==> src/rtl/snake_step_ctrl.sv <==
// -----------------------------------------------------------------------------
// snake_step_ctrl
//
// Game-tick sequencer for the snake move datapath. It does four things:
//   - counts out a step period of TICK_CYCLES clocks;
//   - latches player direction requests and rejects 180-degree reversals;
//   - probes the next head tile for a wall or body collision;
//   - emits a one-cycle direction pulse to move, or parks in DEAD.
//
// Direction encoding (shared with the keyboard decoder and move):
//   0 = NONE, 1 = UP, 2 = DOWN, 3 = LEFT, 4 = RIGHT
//
// Ports:
//   clk, rst       clock, synchronous active-high reset
//   start_i        start/restart request (level, honoured in IDLE/DEAD only)
//   pause_i        freezes the tick counter while in WAIT
//   key_valid_i    one-cycle strobe qualifying key_dir_i
//   key_dir_i      requested direction
//   head_x_i/_y_i  current head position from move
//   probe_hit_i    tile at (probe_x_o, probe_y_o) is non-empty (combinational)
//   probe_x_o/_y_o registered probe coordinates (head + step direction)
//   move_dir_o     direction pulse to move.dir, NONE outside STEP
//   map_rst_o      one-cycle reinitialise pulse for move on a start
//   running_o      high in WAIT, CHECK and STEP
//   game_over_o    high in DEAD
//   step_count_o   completed steps, saturating at 16'hFFFF
// -----------------------------------------------------------------------------
module snake_step_ctrl #(
  parameter int TICK_CYCLES = 6_500_000,
  parameter int MAP_WIDTH   = 32,
  parameter int MAP_HEIGHT  = 24,
  parameter int X_W         = (MAP_WIDTH  > 1) ? $clog2(MAP_WIDTH)  : 1,
  parameter int Y_W         = (MAP_HEIGHT > 1) ? $clog2(MAP_HEIGHT) : 1
) (
  input  logic           clk,
  input  logic           rst,
  input  logic           start_i,
  input  logic           pause_i,
  input  logic           key_valid_i,
  input  logic [2:0]     key_dir_i,
  input  logic [X_W-1:0] head_x_i,
  input  logic [Y_W-1:0] head_y_i,
  input  logic           probe_hit_i,
  output logic [X_W-1:0] probe_x_o,
  output logic [Y_W-1:0] probe_y_o,
  output logic [2:0]     move_dir_o,
  output logic           map_rst_o,
  output logic           running_o,
  output logic           game_over_o,
  output logic [15:0]    step_count_o
);

  // Direction codes
  localparam logic [2:0] DIR_NONE  = 3'd0;
  localparam logic [2:0] DIR_UP    = 3'd1;
  localparam logic [2:0] DIR_DOWN  = 3'd2;
  localparam logic [2:0] DIR_LEFT  = 3'd3;
  localparam logic [2:0] DIR_RIGHT = 3'd4;

  // FSM states
  localparam logic [2:0] ST_IDLE  = 3'd0;
  localparam logic [2:0] ST_WAIT  = 3'd1;
  localparam logic [2:0] ST_CHECK = 3'd2;
  localparam logic [2:0] ST_STEP  = 3'd3;
  localparam logic [2:0] ST_DEAD  = 3'd4;

  localparam int             CNT_W     = (TICK_CYCLES > 1) ? $clog2(TICK_CYCLES) : 1;
  localparam logic [CNT_W-1:0] TICK_LAST = CNT_W'(TICK_CYCLES - 1);
  localparam logic [X_W-1:0] X_MAX     = X_W'(MAP_WIDTH - 1);
  localparam logic [Y_W-1:0] Y_MAX     = Y_W'(MAP_HEIGHT - 1);

  function automatic logic [2:0] opposite(input logic [2:0] d);
    case (d)
      DIR_UP:    opposite = DIR_DOWN;
      DIR_DOWN:  opposite = DIR_UP;
      DIR_LEFT:  opposite = DIR_RIGHT;
      DIR_RIGHT: opposite = DIR_LEFT;
      default:   opposite = DIR_NONE;
    endcase
  endfunction

  // ---------------------------------------------------------------------------
  // State
  // ---------------------------------------------------------------------------
  logic [2:0]       state_q,      state_d;
  logic [CNT_W-1:0] cnt_q,        cnt_d;
  logic [2:0]       heading_q,    heading_d;
  logic [2:0]       pending_q,    pending_d;
  logic [2:0]       step_dir_q,   step_dir_d;
  logic             wall_q,       wall_d;
  logic [X_W-1:0]   probe_x_q,    probe_x_d;
  logic [Y_W-1:0]   probe_y_q,    probe_y_d;
  logic [15:0]      step_count_q, step_count_d;

  // ---------------------------------------------------------------------------
  // Probe target for the pending direction. Coordinates use plain field-width
  // arithmetic, so a wall move wraps; the wrapped value is never used because
  // the wall flag forces DEAD regardless of probe_hit_i.
  // ---------------------------------------------------------------------------
  logic [X_W-1:0] tgt_x;
  logic [Y_W-1:0] tgt_y;
  logic           tgt_wall;

  always_comb begin
    tgt_x    = head_x_i;
    tgt_y    = head_y_i;
    tgt_wall = 1'b0;
    case (pending_q)
      DIR_UP: begin
        tgt_y    = head_y_i - Y_W'(1);
        tgt_wall = (head_y_i == '0);
      end
      DIR_DOWN: begin
        tgt_y    = head_y_i + Y_W'(1);
        tgt_wall = (head_y_i == Y_MAX);
      end
      DIR_LEFT: begin
        tgt_x    = head_x_i - X_W'(1);
        tgt_wall = (head_x_i == '0);
      end
      DIR_RIGHT: begin
        tgt_x    = head_x_i + X_W'(1);
        tgt_wall = (head_x_i == X_MAX);
      end
      default: ;
    endcase
  end

  // Keys are checked against the committed heading, not pending, so two
  // quick turns can never fold the snake back onto its own neck.
  logic in_game;
  logic key_ok;

  assign in_game = (state_q == ST_WAIT) || (state_q == ST_CHECK) ||
                   (state_q == ST_STEP);
  assign key_ok  = in_game && key_valid_i &&
                   (key_dir_i inside {DIR_UP, DIR_DOWN, DIR_LEFT, DIR_RIGHT}) &&
                   (key_dir_i != opposite(heading_q));

  // ---------------------------------------------------------------------------
  // Next-state logic
  // ---------------------------------------------------------------------------
  always_comb begin
    state_d      = state_q;
    cnt_d        = cnt_q;
    heading_d    = heading_q;
    pending_d    = pending_q;
    step_dir_d   = step_dir_q;
    wall_d       = wall_q;
    probe_x_d    = probe_x_q;
    probe_y_d    = probe_y_q;
    step_count_d = step_count_q;

    case (state_q)
      ST_IDLE, ST_DEAD: begin
        if (start_i) begin
          state_d      = ST_WAIT;
          cnt_d        = '0;
          step_count_d = '0;
          heading_d    = DIR_UP;
          pending_d    = DIR_UP;
        end
      end

      ST_WAIT: begin
        if (!pause_i) begin
          if (cnt_q == TICK_LAST) begin
            // Tick boundary: freeze the direction for this step and register
            // the probe so the map lookup sees stable coordinates in CHECK.
            state_d    = ST_CHECK;
            cnt_d      = '0;
            step_dir_d = pending_q;
            probe_x_d  = tgt_x;
            probe_y_d  = tgt_y;
            wall_d     = tgt_wall;
          end else begin
            cnt_d = cnt_q + CNT_W'(1);
          end
        end
      end

      // The tail tile counts as a hit: length is fixed, no tail exemption.
      ST_CHECK: state_d = (wall_q || probe_hit_i) ? ST_DEAD : ST_STEP;

      ST_STEP: begin
        state_d   = ST_WAIT;
        heading_d = step_dir_q;
        if (step_count_q != 16'hFFFF) step_count_d = step_count_q + 16'd1;
      end

      default: state_d = ST_IDLE;
    endcase

    // A key on the tick-boundary cycle lands in pending after step_dir has
    // already sampled it, so it applies to the following step.
    if (key_ok) pending_d = key_dir_i;
  end

  always_ff @(posedge clk) begin
    if (rst) begin
      state_q      <= ST_IDLE;
      cnt_q        <= '0;
      heading_q    <= DIR_UP;
      pending_q    <= DIR_UP;
      step_dir_q   <= DIR_UP;
      wall_q       <= 1'b0;
      probe_x_q    <= '0;
      probe_y_q    <= '0;
      step_count_q <= '0;
    end else begin
      state_q      <= state_d;
      cnt_q        <= cnt_d;
      heading_q    <= heading_d;
      pending_q    <= pending_d;
      step_dir_q   <= step_dir_d;
      wall_q       <= wall_d;
      probe_x_q    <= probe_x_d;
      probe_y_q    <= probe_y_d;
      step_count_q <= step_count_d;
    end
  end

  // ---------------------------------------------------------------------------
  // Outputs
  // ---------------------------------------------------------------------------
  // map_rst is decoded in the start cycle itself so move is reinitialised on
  // the same edge the FSM enters WAIT; the first step then lands
  // TICK_CYCLES + 2 cycles after this pulse.
  assign map_rst_o    = !rst && start_i &&
                        ((state_q == ST_IDLE) || (state_q == ST_DEAD));
  assign move_dir_o   = (state_q == ST_STEP) ? step_dir_q : DIR_NONE;
  assign running_o    = in_game;
  assign game_over_o  = (state_q == ST_DEAD);
  assign probe_x_o    = probe_x_q;
  assign probe_y_o    = probe_y_q;
  assign step_count_o = step_count_q;

endmodule

==> config.mk <==
export PLATFORM = sky130hd
export DESIGN_NAME = snake_step_ctrl
export DESIGN_NICKNAME = d
export VERILOG_FILES = /design/src/rtl/snake_step_ctrl.sv
export SDC_FILE = /design/constraint.sdc
export NUM_CORES = 1
export LEC_CHECK = 0
export CAP_MARGIN = 5
export CORE_ASPECT_RATIO = 0.75
export CORE_UTILIZATION = 29
export DETAILED_ROUTE_END_ITERATION = 16
export GPL_ROUTABILITY_DRIVEN = 0
export HOLD_SLACK_MARGIN = 0.1
export PLACE_DENSITY = 0.51
export SLEW_MARGIN = 10
export SYNTH_ARGS = -nofsm -noshare
export SYNTH_HDL_FRONTEND = slang
export SYNTH_SLANG_ARGS = --single-unit
==> constraint.sdc <==
create_clock -name clk -period 2.6 [get_ports clk]
set_input_delay 0.78 -clock clk [delete_from_list [all_inputs] [get_ports clk]]
set_output_delay 0.78 -clock clk [all_outputs]
set_load 0.05 [all_outputs]
==> key figures, run 1 <==
Outcome
  • Status: completed

Synth
  • Synth Instances: ~420
  • Yosys top cell by area: dfxtp_1
  • Mapped Area: between 3000 and 4000 um2
  • Yosys warns: 0
  • Asr flop ratio synth: 0%
  • Post-synth EDFFs: 0
  • Synth Net Count: approximately 450
  • Top_reg_cell synth: dfxtp_1
  • Syn Area/Cell: slightly above 8 um2
  • Distinct cells, synth: 56
  • Register area share after synthesis: 36.1%
  • Top-area cell type share of the netlist area: between 30% and 40%
  • Number of synthesized register bits: 62
  • Synth top cells by count: 62 x dfxtp_1, 60 x nor2_1, 44 x nand2_1, 27 x a21oi_1
  • Synth area leaders: dfxtp_1 36%, nor2_1 6.5%, xnor2_1 5.6%
  • Most frequent cell after synthesis: dfxtp_1

Detailed routing
  • Wire per inst: about 13 um
  • DRT Pass-1 Iters: 4
  • Via Count: ~3.1k
  • Vias/cell: approximately 4.7
  • Routed Antenna Nets: 0
  • DR DRC count: 0
  • Initial DRC count: between 150 and 200
  • Drt total wl: approximately 8600 um

Timing
  • Max Fclk: between 300 and 400 MHz
  • RSZ-0062 raised after global routing: false
  • Period minus WS final: ~2.5 ns
  • Pins Over Slew Limit: 0
  • Worst rel slew slack: 48.6%
  • Period utilization: approximately 97%
  • # setup viols final: 0
  • Worst Tran Pin Value: 0.764 ns
  • Hold Vio Cnt, Final: 0
  • Clock Skews: approximately 0.0063 ns

Critical path
  • R2R depth: 6
  • CP startpoint: pause_i
  • Slowest-stage cell, CP: or4_1
  • Required @ worst endpoint: 2.81 ns
  • WP data arrival: between 2 and 3 ns
  • Reg-to-reg slack, setup: 0.21 ns
  • Crit end category: register
  • Critical path launch point type: input pin
  • CP endpoint: cnt_q[4]$_SDFFE_PP0P_
  • CP max FO: 22
  • Slowest stage delay, CP: 0.64 ns
  • Worst reg2reg path startpoint: cnt_q[0]$_SDFFE_PP0P_
  • Worst r2r dst: cnt_q[4]$_SDFFE_PP0P_
  • Critical path class: in -> reg
  • CP Cell Sequence: clkdlybuf4s50_1 -> or4b_4 -> or4_1 -> nand2_4 -> nor2_1

Clock network
  • Clk_lat worst skew: 0.33 ns
  • Reg clk slew, reported paths: 0.05 ns
  • CTS H-tree lvls: 3
  • Max Root-Sink Buffers: 2
  • CTS tree: done
  • Total CTS buffers: 9
  • CTS sink cnt: between 60 and 70
  • Hold buffers post-CTS: 0
  • Clock root cell: clkbuf_16

Floorplan
  • Ports: about 50
  • DIE HEIGHT: a little under 100 um
  • Starting Density: 29.7%
  • Core area: approximately 12,000 um2
  • Die ar.: 12,300 um2
  • DIE WIDTH: between 100 and 150 um
  • Row count: 34

Job
  • MaxCap Viol Count: 0

Final layout
  • Share of layout cells above drive strength 1: a little over an eighth
  • Antenna fix cells: 0
  • Fill count: around 1.2k
  • Final Util: about two fifths
  • Fin area: approximately 4600 um2
  • Layout area overhead: 34.8%
  • Fin cells: about 660
  • Final nets: 520

Global route
  • Vias in the first global route: a little under 3k
  • First-pass GRT wire length: about 15,000 um
  • Pin count of the biggest net entering global routing: 23
  • Initial antenna violation count: 0
  • Gr ovfl total: 0
  • Total Routing Usage GR: ~15%

Placed design
  • Placed cell area: between 4000 and 5000 um2
  • DP Wirelength: ~6500 um
  • I/O Buffers: 50
  • DP Cell Count: approximately 640

Worst hold path
  • Hold crit path type: reg -> reg

Power
  • VDD IR-drop max: roughly 0.33 mV
  • Power Dens Cells: 520 nW/um2
  • Leak: around 1.7 nW
-- state kept, by name, indices dropped and copies added, names as in the netlist --
register and flops:
step_dir_q 3, cnt_q 23, state_q 3, pending_q 3, heading_q 3, probe_y_o 5, wall_q 1, step_count_o 16
probe_x_o 5
-- area by class of cell --
class | instances | area [um2] | area share, %
well taps | 162 | 203 | 4.37
repair buffers | 81 | 767 | 16.5
flip-flops and latches | 62 | 1240 | 26.8
clock buffers | 11 | 253 | 5.45
clock inverters | 5 | 57.6 | 1.24
multi-input cells | 329 | 2090 | 45.0
inverters | 8 | 30.0 | 0.648
-- stage by stage --
| stage | TNS, ns | power [mW] | setup slack (ns) | hold WS, ns |
|---|---|---|---|---|
| after global placement | -7.79 | 1.20 | -0.241 | 0.440 |
| final | 0 | 2.41 | 0.0714 | 0.451 |
| after global routing | 0 | 2.50 | 0.0149 | 0.466 |
| after detailed placement | -8.29 | 1.20 | -0.257 | 0.446 |
| after floorplan | 0 | 1.10 | 0.0309 | 0.427 |
| after CTS | 0 | 2.44 | 0.0798 | 0.451 |
-- cells by family (layout without fill, tap and decap cells) --
family / count (synthesis) / count (layout) / synth area share [%]
and+or+nand+nor: 209 / 209 / 31.9
DFF: 62 / 62 / 36.1
AOI/OAI and AO/OA: 59 / 59 / 11.0
xor gates and xnor gates: 44 / 44 / 11.2
buffers and inverters: 26 / 105 / 3.75
adders and majority gates: 10 / 10 / 4.07
muxes: 7 / 7 / 2.04
-- repair_timing --
action	in CTS	in global routing
gates resized for setup	2	1
setup buffers	0	0
pin swaps	1	0
setup endpoints to repair	1	2
-- cells in the final DEF, fill, tap and decap left out, drive strengths merged, types with 3 or more instances in the layout --
master         count
dfxtp             62
nor2              61
nand2             46
clkdlybuf4s50     43
buf               37
a21oi             27
xnor2             22
xor2              22
nand3             19
nand4             15
and2              11
clkbuf            11
nor3              10
a211oi            10
inv                8
ha                 8
mux2i              7
nand2b             5
and4               5
a21o               5
or4                5
nor4               5
nor3b              4
nor2b              4
and3               3
nand3b             3
o31ai              3
o211ai             3
o21ai              3
clkinvlp           3
or3b               3
-- worst max-delay path: cells and delay by family --
| family | cells | cell delay [ns] |
|---|---|---|
| buffers and inverters | 1 | 0.45 |
| and+or+nand+nor | 4 | 1.50 |
-- power breakdown --
part	internal, mW	total [mW]	switching [mW]
Clock	0.792	1.23	0.437
Combinational	0.104	0.218	0.115
Sequential	0.956	0.964	0.00827
Total	1.85	2.41	0.560
-- routing by layer --
metal  up-vias  track usage, %  share of wire [%]
met5         -               0                  0
met2        55            22.5                 42
li1       1616               -                  -
met4         0            6.47                1.3
met3        10            3.17                3.9
met1      1441            21.0                 53
-- worst min path at each step --
stage | start | end | slack, ns | cells past startpoint
after floorplan | step_dir_q[2]$_SDFFE_PP0P_ | step_dir_q[2]$_SDFFE_PP0P_ | 0.43 | 2
after detailed placement | step_dir_q[2]$_SDFFE_PP0P_ | step_dir_q[2]$_SDFFE_PP0P_ | 0.45 | 2
after CTS | step_dir_q[2]$_SDFFE_PP0P_ | step_dir_q[2]$_SDFFE_PP0P_ | 0.45 | 2
after global routing | step_dir_q[2]$_SDFFE_PP0P_ | step_dir_q[2]$_SDFFE_PP0P_ | 0.47 | 2
final | step_dir_q[2]$_SDFFE_PP0P_ | step_dir_q[2]$_SDFFE_PP0P_ | 0.45 | 2
after global placement | step_dir_q[2]$_SDFFE_PP0P_ | step_dir_q[2]$_SDFFE_PP0P_ | 0.44 | 2
No activity file was read; power rests on OpenSTA's default activity.
==> run 2, diff against run 1 <==
Settings changed: CORE_ASPECT_RATIO 0.75 to default.
Clock period 2.6 ns to 2.7 ns, I/O delays scaled along.
==> run 2 against run 1 <==
  * Combinational power decreased by 3%
  * Critical endpoint is now map_rst_o
  * Design area fell by 1.5%
  * Clock power down 15%
  * Largest cell class unchanged
  * Die area hardly changed
==> key figures, run 2 (same netlist as run 1, synthesis figures left out) <==
Job
  • MaxCap Viol Count: 0 (unchanged)

Detailed routing
  • Via Count: 3,148 (was 3,122)
  • DR DRC count: 0 (unchanged)
  • Routed Antenna Nets: 0 (unchanged)
  • DRT Pass-1 Iters: 4 (unchanged)
  • Wire per inst: 13.8 um (was 13.1 um)
  • Initial DRC count: 144 (was 172)
  • Vias/cell: 4.93 (was 4.74)
  • Drt total wl: 8830 um (was 8600 um)

Global route
  • First-pass GRT wire length: 14,900 um (was 14,600 um)
  • Pin count of the biggest net entering global routing: 30 (was 23)
  • Total Routing Usage GR: 14.9% (was 15.1%)
  • Initial antenna violation count: 0 (unchanged)
  • Vias in the first global route: 3,114 (was 2,923)
  • Gr ovfl total: 0 (unchanged)

Timing
  • Worst Tran Pin Value: 0.659 ns (was 0.764 ns)
  • Period utilization: just under 100%
  • Clock Skews: 0.00661 ns (was 0.00634 ns)
  • Final worst setup slack: 0.101 ns (was 0.0714 ns)
  • Period minus WS final: 2.60 ns
  • RSZ-0062 raised after global routing: false (unchanged)
  • Final setup TNS: 0 ns (unchanged)
  • Worst rel slew slack: 55.9% (was 48.6%)
  • Hold Vio Cnt, Final: 0 (unchanged)
  • # setup viols final: 0 (unchanged)
  • Max Fclk: 385 MHz
  • Pins Over Slew Limit: 0 (unchanged)

Critical path
  • Critical path class: in -> out (was in -> reg)
  • Crit end category: primary output (was register)
  • CP max FO: 2 (was 22)
  • Slowest stage delay, CP: 0.40 ns (was 0.64 ns)
  • Slowest-stage cell, CP: or3b_4 (was or4_1)
  • CP startpoint: start_i (was pause_i)
  • CP Cell Sequence: dlygate4sd2_1 -> or3b_4 -> nor2_4 -> buf_12 (was clkdlybuf4s50_1 -> or4b_4 -> or4_1 -> nand2_4 -> nor2_1)
  • Worst r2r dst: cnt_q[3]$_SDFFE_PP0P_ (was cnt_q[4]$_SDFFE_PP0P_)
  • Critical path launch point type: input pin (unchanged)
  • Worst reg2reg path startpoint: cnt_q[0]$_SDFFE_PP0P_ (unchanged)
  • Reg-to-reg slack, setup: 0.34 ns (was 0.21 ns)
  • Required @ worst endpoint: 1.89 ns (was 2.81 ns)
  • WP data arrival: 1.79 ns (was 2.73 ns)
  • R2R depth: 6 (unchanged)

Floorplan
  • Core area: 11,500 um2 (was 11,600 um2)
  • Ports: 51 (unchanged)
  • DIE WIDTH: 111 um (was 128 um)
  • DIE HEIGHT: 111 um (was 96.3 um)
  • Row count: 39 (was 34)
  • Die ar.: 12,300 um2 (about the same)
  • Starting Density: 30.0% (was 29.7%)

Power
  • Switching share of power: 23.9% (was 23.2%)
  • NetSw: 0.521 mW (was 0.560 mW)
  • Clk network pwr share: 47.8% (was 51.0%)
  • Logic pwr share: 9.7% (was 9.1%)
  • Part of the power in registers: 42.5% (was 40.0%)
  • Final Power: 2.18 mW (was 2.41 mW)
  • Power Dens Cells: 477 nW/um2 (was 520 nW/um2)
  • Cell Int Power: 1.66 mW (was 1.85 mW)
  • VDD IR-drop max: 0.286 mV (was 0.328 mV)
  • Leak: 1.67 nW (was 1.68 nW)

Final layout
  • Commonest non-fill, non-tap cell in the layout: dfxtp_1 (unchanged)
  • Antenna fix cells: 0 (unchanged)
  • Fin area: 4570 um2 (was 4640 um2)
  • Share of layout cells above drive strength 1: 12.9% (was 13.5%)
  • Layout area overhead: 32.7% (was 34.8%)
  • Register with the most flip-flops: cnt_q (unchanged)
  • Max reg flops: 23 (unchanged)
  • Final Util: 39.8% (was 40.1%)
  • Final nets: 519 (was 520)
  • Commonest non-fill, non-tap cells in the layout: 62 x dfxtp_1, 59 x nor2_1, 44 x nand2_1 (unchanged)

Worst hold path
  • Min-delay src: step_dir_q[1]$_SDFFE_PP0P_ (was step_dir_q[2]$_SDFFE_PP0P_)
  • Hold Path Depth: 2 (unchanged)
  • Hold crit path type: reg -> reg (unchanged)
  • Hold EP: step_dir_q[1]$_SDFFE_PP0P_ (was step_dir_q[2]$_SDFFE_PP0P_)

Clock network
  • Clock root cell: clkbuf_16 (unchanged)
  • CTS tree: done (unchanged)
  • Total CTS buffers: 9 (unchanged)
  • Max Root-Sink Buffers: 2 (unchanged)
  • Reg clk slew, reported paths: 0.05 ns (about the same)
  • Clk_lat worst skew: 0.33 ns (about the same)
  • CTS sink cnt: 62 (unchanged)
  • CTS H-tree lvls: 3 (unchanged)

Placed design
  • DP Wirelength: 6530 um (was 6540 um)
  • Placed cell area: 4280 um2 (was 4320 um2)
  • I/O Buffers: 50 (unchanged)
  • Place WS: -0.315 ns (was -0.257 ns)

Outcome
  • Status: completed (unchanged)
==> run 2: critical path, delay by kind of cell <==
family | cells | cell delay (ns)
buffers and inverters | 2 | 0.39
and+or+nand+nor | 2 | 0.58
==> run 2: through the flow <==
step / cells / hold WS (ns)
global placement: 621 / 0.453
floorplan: 417 / 0.427
CTS: 637 / 0.468
finish: 638 / 0.463
global route: 638 / 0.489
detailed placement: 621 / 0.462
==> run 2: worst max path at each step <==
stage	to
3_5_place_dp	cnt_q[11]$_SDFFE_PP0P_
5_1_grt	probe_x_o[3]$_SDFFE_PP0P_
3_3_place_gp	cnt_q[19]$_SDFFE_PP0P_
6_report	map_rst_o
4_1_cts	cnt_q[9]$_SDFFE_PP0P_
2_1_floorplan	map_rst_o
==> run 2: power by group through the flow <==
stage | Clock [mW] | Combinational (mW) | Sequential, mW
final | 1.04 | 0.212 | 0.925
after global routing | 1.11 | 0.233 | 0.925
after CTS | 1.07 | 0.211 | 0.925
after detailed placement | 0 | 0.209 | 0.945
after global placement | 0 | 0.205 | 0.945
after floorplan | 0 | 0.116 | 0.945
==> run 2: area by class of cell <==
class | count | area [um2]
Fill cell | 1175 | 6900
Multi-Input combinational cell | 330 | 2090
Sequential cell | 62 | 1240
Timing Repair Buffer | 79 | 757
Clock buffer | 12 | 246
Tap cell | 143 | 179
Inverter | 8 | 30.0
Clock inverter | 4 | 22.5
==> run 2: per-layer routing <==
metal  part of all wire [%]  up-vias  track usage [%]  wire [um]
met5                      0        -                0          0
met4                    1.6        0             7.02        140
met3                    3.2       11             2.30        281
met2                     47       62             24.2       4130
met1                     48     1458             19.4       4270
li1                       -     1617                -          -
==> run 2: repair_timing <==
| item | 4_1_cts | 5_1_grt |
|---|---|---|
| resized for setup | 2 | 2 |
| hold buffers | 0 | 0 |
| pin swaps | 1 | 1 |
| setup endpoints to repair | 1 | 24 |
| gates cloned | 0 | 1 |
| setup buffers | 0 | 0 |
==> run 3, diff against run 2 <==
Settings changed: SLEW_MARGIN 10 to default.
==> results of run 3 <==
Same layout as run 2: the final DEF is identical, and so are final timing and power.
